## config.mk

```make
export PLATFORM = sky130hd
export DESIGN_NAME = pll_phase_ctrl
export DESIGN_NICKNAME = d
export VERILOG_FILES = /design/src/rtl/pll_ctrl_pkg.sv /design/src/rtl/pll_lock_sync.sv /design/src/rtl/pll_phase_ctrl.sv
export SDC_FILE = /design/constraint.sdc
export NUM_CORES = 1
export LEC_CHECK = 0
export CAP_MARGIN = 30
export CORE_ASPECT_RATIO = 1.5
export CORE_MARGIN = 4
export CORE_UTILIZATION = 30
export CTS_CLUSTER_DIAMETER = 60
export DETAILED_ROUTE_END_ITERATION = 10
export SYNTH_ARGS = -nofsm -noshare
export SYNTH_HDL_FRONTEND = slang
export SYNTH_HIERARCHICAL = 1
export SYNTH_SLANG_ARGS = --single-unit
export TNS_END_PERCENT = 1
```

## constraint.sdc

```tcl
create_clock -name clock -period 2.59 [get_ports clock]
set_clock_uncertainty 0.05 [all_clocks]
set_input_delay 0.518 -clock clock [delete_from_list [all_inputs] [get_ports clock]]
set_output_delay 0.518 -clock clock [all_outputs]
set_load 0.02 [all_outputs]
```

## src/rtl/pll_ctrl_pkg.sv

```systemverilog
// Shared types and encodings for the EHXPLLL dynamic phase-shift controller.
package pll_ctrl_pkg;

  typedef enum logic [2:0] {
    ST_WAIT_LOCK,
    ST_IDLE,
    ST_SETUP,
    ST_PULSE,
    ST_GAP,
    ST_DONE
  } state_e;

  // PHASESEL[1:0] encodings of the EHXPLLL outputs
  localparam logic [1:0] SEL_CLKOS  = 2'd0;
  localparam logic [1:0] SEL_CLKOS2 = 2'd1;
  localparam logic [1:0] SEL_CLKOS3 = 2'd2;
  localparam logic [1:0] SEL_CLKOP  = 2'd3;

  localparam logic DIR_ADVANCE = 1'b0;
  localparam logic DIR_DELAY   = 1'b1;

  function automatic int unsigned max3(input int unsigned a, input int unsigned b,
                                       input int unsigned c);
    int unsigned m;
    m = a;
    if (b > m) m = b;
    if (c > m) m = c;
    return m;
  endfunction

endpackage

```

## src/rtl/pll_lock_sync.sv

```systemverilog
// Lock supervisor: synchronises PLL LOCK and holds the downstream reset low
// until lock has been continuously high for LOCK_STABLE cycles.
module pll_lock_sync
  import pll_ctrl_pkg::*;
#(
  parameter int unsigned LOCK_STABLE = 1024
) (
  input  logic clock,
  input  logic reset_n,
  input  logic pll_locked,
  output logic locked_sync,
  output logic domain_rst_n
);

  localparam int unsigned CW = $clog2(LOCK_STABLE + 1);
  localparam logic [CW-1:0] STABLE_MAX = CW'(LOCK_STABLE);

  logic          meta_d, meta_q;
  logic          sync_d, sync_q;
  logic [CW-1:0] cnt_d, cnt_q;
  logic          rel_d, rel_q;

  // Counter saturates at LOCK_STABLE; any low synced sample restarts it.
  always_comb begin
    meta_d = pll_locked;
    sync_d = meta_q;
    cnt_d  = '0;
    if (sync_q) begin
      cnt_d = (cnt_q == STABLE_MAX) ? cnt_q : cnt_q + CW'(1);
    end
    rel_d = (cnt_d == STABLE_MAX);
  end

  always_ff @(posedge clock or negedge reset_n) begin
    if (!reset_n) begin
      meta_q <= 1'b0;
      sync_q <= 1'b0;
      cnt_q  <= '0;
      rel_q  <= 1'b0;
    end else begin
      meta_q <= meta_d;
      sync_q <= sync_d;
      cnt_q  <= cnt_d;
      rel_q  <= rel_d;
    end
  end

  assign locked_sync  = sync_q;
  assign domain_rst_n = rel_q;

endmodule

```

## src/rtl/pll_phase_ctrl.sv

```systemverilog
// Sequencer for the ECP5 EHXPLLL dynamic phase-shift port, with lock supervision.
// Requests arrive over valid/ready; each step is a timed active-low PHASESTEP pulse.
module pll_phase_ctrl
  import pll_ctrl_pkg::*;
#(
  parameter int unsigned SETUP_CYC   = 4,
  parameter int unsigned PULSE_CYC   = 4,
  parameter int unsigned GAP_CYC     = 8,
  parameter int unsigned LOCK_STABLE = 1024,
  parameter int unsigned STEP_W      = 8
) (
  input  logic              clock,
  input  logic              reset_n,
  input  logic              pll_locked,
  input  logic              req_valid,
  output logic              req_ready,
  input  logic [1:0]        req_sel,
  input  logic              req_dir,
  input  logic [STEP_W-1:0] req_steps,
  output logic              busy,
  output logic              done,
  output logic              err,
  output logic [1:0]        phasesel,
  output logic              phasedir,
  output logic              phasestep,
  output logic              phaseloadreg,
  output logic              locked_sync,
  output logic              domain_rst_n
);

  localparam int unsigned CNT_W = $clog2(max3(SETUP_CYC, PULSE_CYC, GAP_CYC)) + 1;
  localparam logic [CNT_W-1:0] SETUP_LD = CNT_W'(SETUP_CYC - 1);
  localparam logic [CNT_W-1:0] PULSE_LD = CNT_W'(PULSE_CYC - 1);
  localparam logic [CNT_W-1:0] GAP_LD   = CNT_W'(GAP_CYC - 1);

  state_e            state_q;
  logic [CNT_W-1:0]  cyc_q;
  logic [STEP_W-1:0] rem_q;
  logic              ready_q;
  logic              busy_q;
  logic              done_q;
  logic              err_q;
  logic [1:0]        sel_q;
  logic              dir_q;
  logic              step_q;
  logic              in_step_seq;

  pll_lock_sync #(
    .LOCK_STABLE (LOCK_STABLE)
  ) u_lock_sync (
    .clock        (clock),
    .reset_n      (reset_n),
    .pll_locked   (pll_locked),
    .locked_sync  (locked_sync),
    .domain_rst_n (domain_rst_n)
  );

  assign in_step_seq = (state_q == ST_SETUP) || (state_q == ST_PULSE) || (state_q == ST_GAP);

  // Each state is entered with its outputs already set, so all outputs are registered.
  always_ff @(posedge clock or negedge reset_n) begin
    if (!reset_n) begin
      state_q <= ST_WAIT_LOCK;
      cyc_q   <= '0;
      rem_q   <= '0;
      ready_q <= 1'b0;
      busy_q  <= 1'b0;
      done_q  <= 1'b0;
      err_q   <= 1'b0;
      sel_q   <= SEL_CLKOS;
      dir_q   <= DIR_DELAY;
      step_q  <= 1'b1;
    end else begin
      done_q <= 1'b0;
      err_q  <= 1'b0;
      if (in_step_seq && !locked_sync) begin
        step_q  <= 1'b1;
        err_q   <= 1'b1;
        busy_q  <= 1'b0;
        state_q <= ST_WAIT_LOCK;
      end else begin
        case (state_q)
          ST_WAIT_LOCK: begin
            if (domain_rst_n) begin
              ready_q <= 1'b1;
              state_q <= ST_IDLE;
            end
          end
          ST_IDLE: begin
            // A completed handshake wins over a same-cycle lock loss; the
            // sequence states then report the loss through err.
            if (req_valid && ready_q) begin
              ready_q <= 1'b0;
              sel_q   <= req_sel;
              dir_q   <= req_dir;
              rem_q   <= req_steps;
              if (req_steps == '0) begin
                done_q  <= 1'b1;
                state_q <= ST_DONE;
              end else begin
                busy_q  <= 1'b1;
                cyc_q   <= SETUP_LD;
                state_q <= ST_SETUP;
              end
            end else if (!locked_sync) begin
              ready_q <= 1'b0;
              state_q <= ST_WAIT_LOCK;
            end
          end
          ST_SETUP: begin
            if (cyc_q == '0) begin
              step_q  <= 1'b0;
              cyc_q   <= PULSE_LD;
              state_q <= ST_PULSE;
            end else begin
              cyc_q <= cyc_q - CNT_W'(1);
            end
          end
          ST_PULSE: begin
            if (cyc_q == '0) begin
              step_q  <= 1'b1;
              rem_q   <= rem_q - STEP_W'(1);
              cyc_q   <= GAP_LD;
              state_q <= ST_GAP;
            end else begin
              cyc_q <= cyc_q - CNT_W'(1);
            end
          end
          ST_GAP: begin
            if (cyc_q == '0) begin
              if (rem_q != '0) begin
                step_q  <= 1'b0;
                cyc_q   <= PULSE_LD;
                state_q <= ST_PULSE;
              end else begin
                busy_q  <= 1'b0;
                done_q  <= 1'b1;
                state_q <= ST_DONE;
              end
            end else begin
              cyc_q <= cyc_q - CNT_W'(1);
            end
          end
          ST_DONE: begin
            ready_q <= locked_sync;
            state_q <= locked_sync ? ST_IDLE : ST_WAIT_LOCK;
          end
          default: begin
            ready_q <= 1'b0;
            busy_q  <= 1'b0;
            step_q  <= 1'b1;
            state_q <= ST_WAIT_LOCK;
          end
        endcase
      end
    end
  end

  assign req_ready    = ready_q;
  assign busy         = busy_q;
  assign done         = done_q;
  assign err          = err_q;
  assign phasesel     = sel_q;
  assign phasedir     = dir_q;
  assign phasestep    = step_q;
  assign phaseloadreg = 1'b1;

endmodule

```

# [After elaboration in Yosys (flattened, before gate mapping)]
# Cells that the tools add are included.
[op_classes] add_sub_neg=3 mux=46 n_bitwise=2 n_reduce_logical=21 eq_ne=24
[op_table] op="3-bit 2-to-1 mux" n=9
[op_table] op="4-bit 2-to-1 mux" n=6
[op_table] op="11-bit equality test (second input constant)" n=2
[op_table] op="11-bit 2-to-1 mux" n=2
[op_table] op="1-bit 2-to-1 mux" n=20
[op_table] op="5-bit AND reduction" n=4
[op_table] op="3-bit one-hot mux with 6 select lines" n=1
[op_table] op="8-bit 2-to-1 mux" n=2
[op_table] op="4-bit one-hot mux with 4 select lines" n=1
[op_table] op="8-bit one-hot mux with 2 select lines" n=1
[op_table] op="3-bit by 1-bit != test with 1-bit output (second input constant)" n=4
[op_table] op="3-bit != test (second input constant)" n=4
[op_table] op="11-bit by 1-bit adder with 11-bit output (second input constant)" n=1
[op_table] op="8-bit zero test" n=1
[op_table] op="2-bit by 1-bit != test with 1-bit output (second input constant)" n=4
[op_table] op="1-bit one-hot mux with 4 select lines" n=2
[op_table] op="4-bit AND reduction" n=2
[op_table] op="8-bit nonzero test" n=1
[op_table] op="8-bit by 1-bit subtractor with 8-bit output (second input constant)" n=1
[op_table] op="3-bit by 2-bit equality test with 1-bit output (second input constant)" n=2
[op_table] op="3-bit equality test (second input constant)" n=2
[op_table] op="3-bit by 2-bit != test with 1-bit output (second input constant)" n=2
[op_table] op="3-bit OR reduction" n=2
[op_table] op="4-bit zero test" n=1
[op_table] op="other kinds (15)" n=19
[word_totals] input_bits=15 out_inout_bits=11 wordCells=110 reg_bits=37

# [Longest topological paths before layout]
# Gate-level depths: netlist of run 1.
[depth] word_depth=6 mapped_depth=7 mapped_depth_nobuf=7

# [By module]
# The synthesis of run 1 kept the hierarchy.
[by_module_without_submodules] module="pll_phase_ctrl" n_inst=1 seq_area_each_um2=578.1 cells_each=169 area_per_inst_um2=1432.6
[by_module_without_submodules] module="pll_lock_sync" n_inst=1 seq_area_each_um2=350.3 cells_each=83 area_per_inst_um2=830.8

# [Worst setup path before layout of run 1]
# OpenSTA, ideal clock, no wires.
[synth_path] path_type="register -> register" from="register u_lock_sync.cnt_q[0]" to="register u_lock_sync.rel_q (netlist: u_lock_sync/domain_rst_n)" path_stages_with_launch=8 period_less_slack_ps=1882 path_slack_ps=708 arrival_time_ps=1721 setup_ps=111 required_ps=2429 n_path_buf=0 cell_sequence="dfrtp_1 > inv_1 > ha_1 > nor4b_2 > nand4_4 > mux2_2 > o2111ai_1 > a2111oi_2"
[synth_via] elab_chain_len=4 word_cells_on_any_way=5 cone_classes="1 x add/sub; 2 x eq/ne; 2 x mux"
[synth_lines] element="start: declaration" line="pll_lock_sync.sv:20" rtl="logic [CW-1:0] cnt_d, cnt_q;"
[synth_lines] element="start signal: assignment" line="pll_lock_sync.sv:43" rtl="cnt_q <= cnt_d;"
[synth_lines] element="11-bit by 1-bit adder with 11-bit output or 11-bit equality test (tied branches)" line="pll_lock_sync.sv:29" rtl="cnt_d = (cnt_q == STABLE_MAX) ? cnt_q : cnt_q + CW'(1);"
[synth_lines] element="11-bit 2-to-1 mux (*)" line="pll_lock_sync.sv:29"
[synth_lines] element="11-bit 2-to-1 mux (*)" line="pll_lock_sync.sv:28" rtl="if (sync_q) begin"
[synth_lines] element="11-bit equality test (*)" line="pll_lock_sync.sv:31" rtl="rel_d = (cnt_d == STABLE_MAX);"
[synth_lines] element="named net u_lock_sync.rel_d" line="pll_lock_sync.sv:21" rtl="logic rel_d, rel_q;"
[synth_lines] element="end signal: assignment" line="pll_lock_sync.sv:44" rtl="rel_q <= rel_d;"
[synth_lines] element="end: declaration" line="pll_lock_sync.sv:21"
# The timed path passes the listed nets; every way through them passes the cells marked *.
# A chain may end at the register's enable or synchronous reset.

# [Worst setup path after layout of run 1]
[layout_path] from="register u_lock_sync.cnt_q[1]" to="register u_lock_sync.rel_q (netlist: u_lock_sync/domain_rst_n)"
# Same word-level chain as after synthesis.

==> impl_results.md, run 1 <==
- Slew Viols, Final: 0
- DR vias/cell: 5.10
- Unrepaired setup endpoints after global routing: no
- Slew at the pin closest to its max-slew limit: 843 ps
- Setup ws final: 503 ps
- Worst Path Required: 2710 ps
- Crit path cell chain: inv_1 -> ha_1 -> nor4b_2 -> nand4_4 -> mux2_2 -> o2111ai_1 -> a2111oi_2
- Filler cells: 757
- Reg2reg end: u_lock_sync/domain_rst_n
- Max-Cap Viols: 0
- Rows: 38
- Post-synthesis sequential area ratio: 41.0%
- Max frequency: 479 MHz
- Final wirelength: 5370 um
- Total gr overflow: 0
- Setup bufs post-CTS: 0
- DIE AREA: 9030 um^2
- Crit path DAT: 2210 ps
- TritonRoute pass-1 iters: 4
- Worst r2r src: u_lock_sync/cnt_q[1]
- CP endpoint kind: flip-flop
- Unique masters post-synth: 57
- WS Path Type: reg2reg
- Final period util: 80.6%
- Commonest non-fill, non-tap cells in the layout: nor2_1 (35), dfrtp_1 (35), clkdlybuf4s50_1 (23), nand2_1 (19), inv_1 (15)
- Vias in the first global route: 1,945
- Post-Synthesis Mean Instance Area: 8.98 um^2
- Io pins: 26
- Initial core utilization: 31.1%
- GRT Overall Usage: 12.4%
- Cells on worst reg2reg path: 7
- Mapped cell area: 2260 um^2
- Longest Clk Path Bufs: 2
- First-pass GRT wire length: 8910 um
- Fin area: 2690 um^2
- Clock transition at path regs: 80 ps
- Routability Congestion: 0.848
- Initial antenna violation count: 0
- Number of enable flip-flop cells after synthesis: 0
- Yosys reg bits: 37
- CTS tree: built
- HPWL after DPL: 3930 um
- Total CTS buffers: 5
- Antenna cells: 0
- CP max FO: 6
- Max H-tree Level: 2
- Placed cells: 371
- Slowest Stage Delay on Critical Path: 410 ps
- Pwr Density: 404 nW/um^2
- Root Buffer: clkbuf_8
- DRC errors left: 0
- Layout Cells excl Fill: 378
- Nets: 299
- Die Height: 114 um
- Primary FF master, synth: dfrtp_1
- Chip Width: 78.9 um
- Cts repair resizes: 0
- Post-DRT Antenna Nets: 0
- Clk_lat worst skew: 290 ps
- Largest net degree at the start of global routing: 38
- Setup crit start kind: flip-flop
- Lkg Pwr: 0.00116 uW
- CP endpoint: u_lock_sync/domain_rst_n
- Footprint of the multi-input gates: 1210 um^2
- Core Region: 7270 um^2
- Min cycle time layout: 2090 ps
- Area grow syn2layout: 18.9%
- Worst hold path type: in2async
- Routed WL per cell: 14.2 um
- FF+latch area: 928 um^2
- Placed cell area: 2600 um^2
- Final hold violation count: 0
- Slew HR: 43.8%
- Hold buffers post-CTS: 0
- Setup TNS: 0 ps
- Syn nets: 273
- Ys Warns: 6
- Maximum vdd drop: 0.000192 V
- CP max-delay cell: dfrtp_1
- Initial DRC Count: 59
- Setup WS pre-CTS: 256 ps
- Port bufs: 24
- Post-synth ARST share: 100%
- Outcome: complete, no violations
- Endpoints failing setup: 0
- Post-Syn Instances: 252
- Clk sinks: 37
- Worst R2R Setup Slack: 500 ps
- Fraction of layout cells with a size suffix above 1: 11.2%
- Critical Path Source: u_lock_sync/cnt_q[1]
- Total number of vias: 1,928
## worst max-delay path, delay by kind of cell (launching register included)
kind	cells	cell delay (ps)
DFF	1	410
adders and majority gates	1	150
and+or+nand+nor	2	480
muxes	1	280
buffers and inverters	1	100
AOI/OAI and AO/OA	2	490
## synthesized netlist by cell type (all sizes together), types with 2 or more instances
cell	n	area share, %
a211oi	4	1.3
a21oi	12	2.7
a22oi	2	0.66
a31oi	7	2.6
and2	5	1.4
and2b	2	0.72
and3	3	0.88
buf	8	2.5
clkbuf	4	0.66
dfrtp	35	39
dfstp	2	2.3
ha	6	3.3
inv	15	2.5
mux2	5	2.5
mux2i	2	0.88
nand2	20	3.4
nand3	9	2.0
nand4	6	2.3
nand4b	2	0.77
nor2	35	5.8
nor2b	3	0.83
nor3	3	0.66
nor3b	2	1.1
nor4	6	2.3
nor4b	3	1.4
o21ai	20	4.4
o22a	3	1.2
o22ai	2	0.55
o31a	2	0.77
or3	2	0.55
xnor2	4	1.5
xor2	3	1.2
## per-layer routing
metal  global-route usage (%)  routed length (um)  up-vias
met2                     23.8                2970       39
met1                     13.3                2140      929
li1                         -                   -      950
met3                     2.60                 174       10
met5                        0                   0        -
met4                     4.13                  86        0
## where the power goes
group	total, uW	leakage (uW)	internal (uW)	switching (uW)
combinational	85.7	0.000638	39.7	46.0
sequential	589	0.000477	583	5.88
clock	412	0.0000443	211	201
total	1090	0.00116	834	252
## kinds of logic (layout without fill, tap and decap cells)
kind of cell    count (synthesis)  after routing  share of synthesized area (%)
simple gates                  104            104                           25.2
compound gates                 63             63                           18.5
flops                          37             37                           41.0
buf+inv                        27             53                           5.69
xor+xnor                        7              7                           2.71
mux                             7              7                           3.37
fa+ha+maj                       6              6                           3.32
other cells                     1              1                          0.166
## state kept, by name (all words and copies together) (netlist names), 2 cells and up
| signal | flops |
|---|---|
| u_lock_sync/cnt_q | 11 |
| rem_q | 8 |
| cyc_q | 4 |
| state_q | 3 |
| phasesel | 2 |
## layout make-up
class / instances / area share [%]
tap: 100 / 4.65
multi-input combinational: 188 / 44.8
timing repair buffer: 31 / 10.7
inverter: 15 / 2.09
sequential: 37 / 34.5
clock buffer: 7 / 3.21
## how the worst min path moves through the flow
| stage | start | end | slack [ps] | cells past startpoint |
|---|---|---|---|---|
| 2_1_floorplan | reset_n | busy | 170 | 0 |
| 3_5_place_dp | u_lock_sync/meta_q | u_lock_sync/locked_sync | 290 | 0 |
| 4_1_cts | u_lock_sync/meta_q | u_lock_sync/locked_sync | 300 | 0 |
| 6_report | reset_n | req_ready | 280 | 1 |
| 3_3_place_gp | u_lock_sync/meta_q | u_lock_sync/locked_sync | 290 | 0 |
| 5_1_grt | u_lock_sync/meta_q | u_lock_sync/locked_sync | 320 | 0 |
## per-stage QoR
stage                     util (%)  hold WS, ps  total power (uW)
after floorplan                  -          172               640
after global placement        35.8          293               686
after CTS                     37.0          304              1110
final                         37.0          277              1090
after global routing          37.0          315              1140
after detailed placement      35.8          287               686
No activity file was read; power rests on OpenSTA's default activity.
==> run 2, diff against run 1 <==
- clock period: 2.59 -> 1.9 ns (I/O delays scaled with it)
==> impl_results.md, run 2 (synthesis results as in run 1) <==
- Hold buffers post-CTS: 0 (unchanged)
- CP max-delay cell: dfrtp_1
- Switching pwr: 365 uW (+44%)
- Filler cells: 731 (-3.4%)
- Commonest non-fill, non-tap cells in the layout: buf_4 (46), nor2_1 (35), dfrtp_1 (32), clkdlybuf4s50_1 (22), nand2_1 (19)
- Clk sinks: 37 (unchanged)
- Fin area: 3100 um^2 (+15%)
- Unrepaired setup endpoints after global routing: yes
- Slowest Stage Delay on Critical Path: 360 ps (-50 ps)
- DIE AREA: 9030 um^2 (unchanged)
- Endpoints failing setup: 0 (unchanged)
- Critical Path Source: u_lock_sync/cnt_q[0]
- Internal Power: 1210 uW (+45%)
- Maximum vdd drop: 0.000291 V (+51%)
- Initial DRC Count: 76 (+29%)
- Setup TNS: 0 ps (unchanged)
- Vias in the first global route: 2,133 (+9.7%)
- Nets: 339 (+13%)
- Die Height: 114 um (unchanged)
- CP delay by family, top: compound AO/OA/AOI/OAI gates
- Post-DRT Antenna Nets: 0 (unchanged)
- Initial antenna violation count: 0 (unchanged)
- First-pass GRT wire length: 9830 um (+10%)
- Worst hold path type: in2async
- Reg power frac: 51.0% (-3.2 points)
- Core Region: 7270 um^2 (unchanged)
- Slew Viols, Final: 0 (unchanged)
- Fraction of layout cells with a size suffix above 1: 27.0% (+16 points)
- Initial core utilization: 31.1% (unchanged)
- Comb power frac: 10.3% (+2.4 points)
- Max-Cap Viols: 0 (unchanged)
- DRC errors left: 0 (unchanged)
- Lkg Pwr: 0.00138 uW (+19%)
- FF+latch area: 932 um^2 (+0.40%)
- Most common cell after layout, fill and taps aside: buf_4
- Total CTS buffers: 5 (unchanged)
- Io pins: 26 (unchanged)
- Longest Clk Path Bufs: 2 (unchanged)
- Pwr Density: 507 nW/um^2 (+26%)
- Port bufs: 24 (unchanged)
- Crit path DAT: 2000 ps (-210 ps)
- WS Path Type: reg2reg
- Hold_ws: 82.6 ps (-195 ps)
- CP endpoint kind: flip-flop
- Switching Share: 23.2% (-0.029 points)
- Clk_lat worst skew: 280 ps (about the same)
- Area grow syn2layout: 36.8%
- CTS tree: built
- Root Buffer: clkbuf_8
- Crit path cell chain: buf_4 -> ha_4 -> nand4_1 -> nor4_1 -> o21a_1 -> o2111ai_4 -> a2111oi_2
- Rows: 38 (unchanged)
- CP max FO: 4 (-2)
- Outcome: complete, no violations
- Setup crit start kind: flip-flop
- Max frequency: 535 MHz (+12%)
- Final period util: 98.4% (+18 points)
- Crit path buf inv count: 1 (unchanged)
- Max FFs per register: 11 (unchanged)
- DR vias/cell: 5.00 (-2.1%)
- Worst r2r src: u_lock_sync/cnt_q[0]
- TritonRoute pass-1 iters: 5 (+1)
- Footprint of the multi-input gates: 1290 um^2 (+6.7%)
- Routability Congestion: 0.856 (+0.94%)
- Clock power frac: 38.7% (+0.8 points)
- Largest net degree at the start of global routing: 38 (unchanged)
- Reg with most FFs: u_lock_sync/cnt_q
- Chip Width: 78.9 um (unchanged)
- Final wirelength: 5850 um (+9.0%)
- Final hold violation count: 0 (unchanged)
- Placed cell area: 2900 um^2 (+11%)
- Max H-tree Level: 2 (unchanged)
- Antenna cells: 0 (unchanged)
- HPWL after DPL: 4460 um (+13%)
- Worst Path Required: 2030 ps (-680 ps)
- Total gr overflow: 0 (unchanged)
- Total number of vias: 2,093 (+8.6%)
- Regs by FF count: u_lock_sync/cnt_q x11, rem_q x8, cyc_q x4
- Routed WL per cell: 14.0 um (-1.7%)
- GRT Overall Usage: 13.8% (+1.4 points)
- Min cycle time layout: 1870 ps (-218 ps)
- Clock transition at path regs: 70 ps (about the same)
[run 2: cell count changes in the layout (fill, tap and decap cells not counted), moves of 2 or more]
cell and change:
nor4b_4 +2, inv_1 -3, buf_4 +39, inv_2 +3, ha_1 -2, dfrtp_1 -3, dfrtp_2 +3
[run 2: power groups by stage]
| stage | Combinational [uW] | Sequential [uW] | Clock [uW] |
|---|---|---|---|
| after floorplan | 54.5 | 818 | 0 |
| after global placement | 151 | 815 | 0 |
| after detailed placement | 153 | 815 | 0 |
| after CTS | 158 | 800 | 640 |
| after global routing | 179 | 801 | 672 |
| final | 162 | 801 | 608 |
[run 2: area by class of cell]
| class | instances | area share, % |
|---|---|---|
| clock buffers | 7 | 3.11 |
| clock inverters | 1 | 0.162 |
| inverters | 15 | 1.82 |
| multi-input cells | 188 | 41.6 |
| flip-flops and latches | 37 | 30.1 |
| well taps | 100 | 4.04 |
| repair buffers | 71 | 19.2 |
[run 2: per-stage QoR]
step	worst slack, ps	std cells	total power (uW)	util [%]
finish	30.4	419	1570	42.6
global route	-115	419	1650	42.6
CTS	-4.06	418	1600	41.6
detailed placement	-95.8	410	968	39.8
global placement	-107	410	966	39.8
floorplan	18.1	252	872	-
[run 2: worst paths after layout]
check	cells past startpoint	endpoint	slack (ps)
max	7	u_lock_sync/domain_rst_n	30
min	2	rem_q[6]	80
max reg2reg	7	u_lock_sync/domain_rst_n	30
min reg2reg	0	u_lock_sync/locked_sync	300
max in group asynchronous	2	state_q[0]	1350
min in group clock	0	u_lock_sync/locked_sync	300
[run 2: repair_timing]
item / CTS / global route
setup endpoints to repair: 3 / 10
buffers inserted: 0 / 1
resized for setup: 7 / 16
pin swaps: 3 / 6
[run 2: metal layers]
layer	global-route usage, %	vias to the layer above	share of wire [%]
met3	2.68	14	2.8
li1	-	1034	-
met5	0	-	0
met4	6.31	0	2.9
met2	25.5	41	55
met1	15.0	1004	39
==> run 3, diff against run 2 <==
- CORE_MARGIN: 4 -> 1.5
==> impl_results.md, run 3 (synthesis results as in run 1) <==
- Clock transition at path regs: 80 ps (about the same)
- First-pass GRT wire length: 9440 um (-4.0%)
- Max-Cap Viols: 0 (unchanged)
- Pwr Density: 508 nW/um^2 (+0.22%)
- Vias in the first global route: 2,122 (-0.52%)
- Chip Width: 73.9 um (-6.3%)
- Initial antenna violation count: 0 (unchanged)
- Max FFs per register: 11 (unchanged)
- Max frequency: 519 MHz (-3.0%)
- Post-DRT Antenna Nets: 0 (unchanged)
- Placed cells: 408 (-0.49%)
- Placed cell area: 2880 um^2 (-0.52%)
- Hold_ws: 69.0 ps (-13.6 ps)
- Largest net degree at the start of global routing: 38 (unchanged)
- Final hold violation count: 0 (unchanged)
- TritonRoute pass-1 iters: 7 (+2)
- Total number of vias: 2,111 (+0.86%)
- Total CTS buffers: 5 (unchanged)
- Area grow syn2layout: 37.6%
- DR vias/cell: 5.05 (+1.1%)
- Io pins: 26 (unchanged)
- Endpoints failing setup: 1 (+1)
- Failing checks: setup timing
- Initial core utilization: 31.1% (unchanged)
- Worst r2r src: u_lock_sync/cnt_q[0]
- Most common cell after layout, fill and taps aside: buf_4
- Setup ws final: -27.5 ps (-57.8 ps)
- Longest Clk Path Bufs: 2 (unchanged)
- Layout Cells excl Fill: 418 (-0.24%)
- Initial DRC Count: 84 (+11%)
- Setup crit start kind: flip-flop
- Nets: 338 (-0.29%)
- Rows: 38 (unchanged)
- Reg with most FFs: u_lock_sync/cnt_q
- CP max FO: 4 (unchanged)
- Routed WL per cell: 13.8 um (-0.99%)
- DIE AREA: 8090 um^2 (-10%)
- CTS tree: built
- Reg2reg end: u_lock_sync/domain_rst_n
- Max H-tree Level: 2 (unchanged)
- Regs by FF count: u_lock_sync/cnt_q x11, rem_q x8, cyc_q x4
- Total gr overflow: 0 (unchanged)
- Crit path DAT: 2060 ps (+60 ps)
- Port bufs: 24 (unchanged)
- Root Buffer: clkbuf_8
- Routability Congestion: 0.909 (+6.2%)
- WS Path Type: reg2reg
- Clk sinks: 37 (unchanged)
- Worst hold path type: in2async
- Clk_lat worst skew: 290 ps (about the same)
- Final wirelength: 5780 um (-1.2%)
- Core Region: 7270 um^2 (unchanged)
- Final period util: 101% (+3.0 points)
- Cells on worst reg2reg path: 7 (unchanged)
- DRC errors left: 0 (unchanged)
- GRT Overall Usage: 15.1% (+1.3 points)
- CP endpoint kind: flip-flop
- Slew Viols, Final: 0 (unchanged)
- Die Height: 109 um (-4.4%)
- Maximum vdd drop: 0.000243 V (-16%)
- Worst Path Required: 2030 ps (about the same)
- HPWL after DPL: 4320 um (-3.1%)
- Unrepaired setup endpoints after global routing: yes
- Lkg Pwr: 0.00137 uW (-0.61%)
- Min cycle time layout: 1930 ps (+57.8 ps)
- Outcome: finished with violations
- Commonest non-fill, non-tap cells in the layout: buf_4 (46), nor2_1 (34), dfrtp_1 (33), clkdlybuf4s50_1 (22), nand2_1 (19)
- Fraction of layout cells with a size suffix above 1: 27.7% (+0.71 points)
- Worst R2R Setup Slack: -30 ps (-60 ps)
- Fin area: 3120 um^2 (+0.61%)
- Antenna cells: 0 (unchanged)
==> run 3: report_power, final <==
group	total, uW	internal, uW	leakage [uW]	switching [uW]
Combinational	165	84.1	0.000845	81.3
Clock	617	328	0.0000542	289
Sequential	801	794	0.000474	6.82
Total	1580	1210	0.00137	377
==> run 3: critical path, stage by stage (launching register included) <==
cell and delay [ps]:
dfrtp_1 400, buf_4 160, ha_1 240, buf_4 150, a21oi_1 190, mux2i_2 110, a211o_1 320, a2111oi_4 200
==> run 3: cell type report <==
cell class,count,area [um^2]
Timing Repair Buffer,70,583
Tap cell,100,125
Sequential cell,37,931
Fill cell,719,4160
Inverter,15,56.3
Clock buffer,7,96.3
Clock inverter,1,5.00
Multi-Input combinational cell,188,1320
==> run 3: repair_timing <==
| item | in CTS | in global routing |
|---|---|---|
| hold buffers | 0 | 0 |
| pin swaps | 0 | 4 |
| setup buffers | 0 | 2 |
| cloned | 0 | 0 |
| gates resized for setup | 4 | 20 |
| endpoints found under the setup margin | 3 | 6 |
==> run 3: per-stage QoR <==
step | total power, uW | worst slack, ps | util (%) | TNS, ps
after floorplan | 872 | 18.1 | - | 0
after global placement | 962 | -135 | 39.6 | -1040
after detailed placement | 965 | -113 | 39.6 | -845
after CTS | 1590 | -77.2 | 41.2 | -77.2
after global routing | 1650 | -118 | 42.8 | -118
final | 1580 | -27.5 | 42.8 | -27.5
==> run 3: how the worst max path moves through the flow <==
stage / startpoint / endpoint / slack [ps] / cells past startpoint
after floorplan: u_lock_sync/cnt_q[0] / u_lock_sync/domain_rst_n / 20 / 7
after global placement: req_steps[6] / cyc_q[2] / -140 / 8
after detailed placement: req_steps[5] / cyc_q[2] / -110 / 8
after CTS: u_lock_sync/cnt_q[0] / u_lock_sync/domain_rst_n / -80 / 7
after global routing: u_lock_sync/cnt_q[0] / u_lock_sync/domain_rst_n / -120 / 7
final: u_lock_sync/cnt_q[0] / u_lock_sync/domain_rst_n / -30 / 7
==> run 3: layer usage <==
layer | vias up | track usage [%] | wire length [um]
li1 | 1028 | - | -
met1 | 1020 | 16.3 | 2250
met2 | 51 | 28.4 | 3220
met3 | 12 | 2.57 | 196
met4 | 0 | 5.29 | 108
met5 | - | 0 | 0
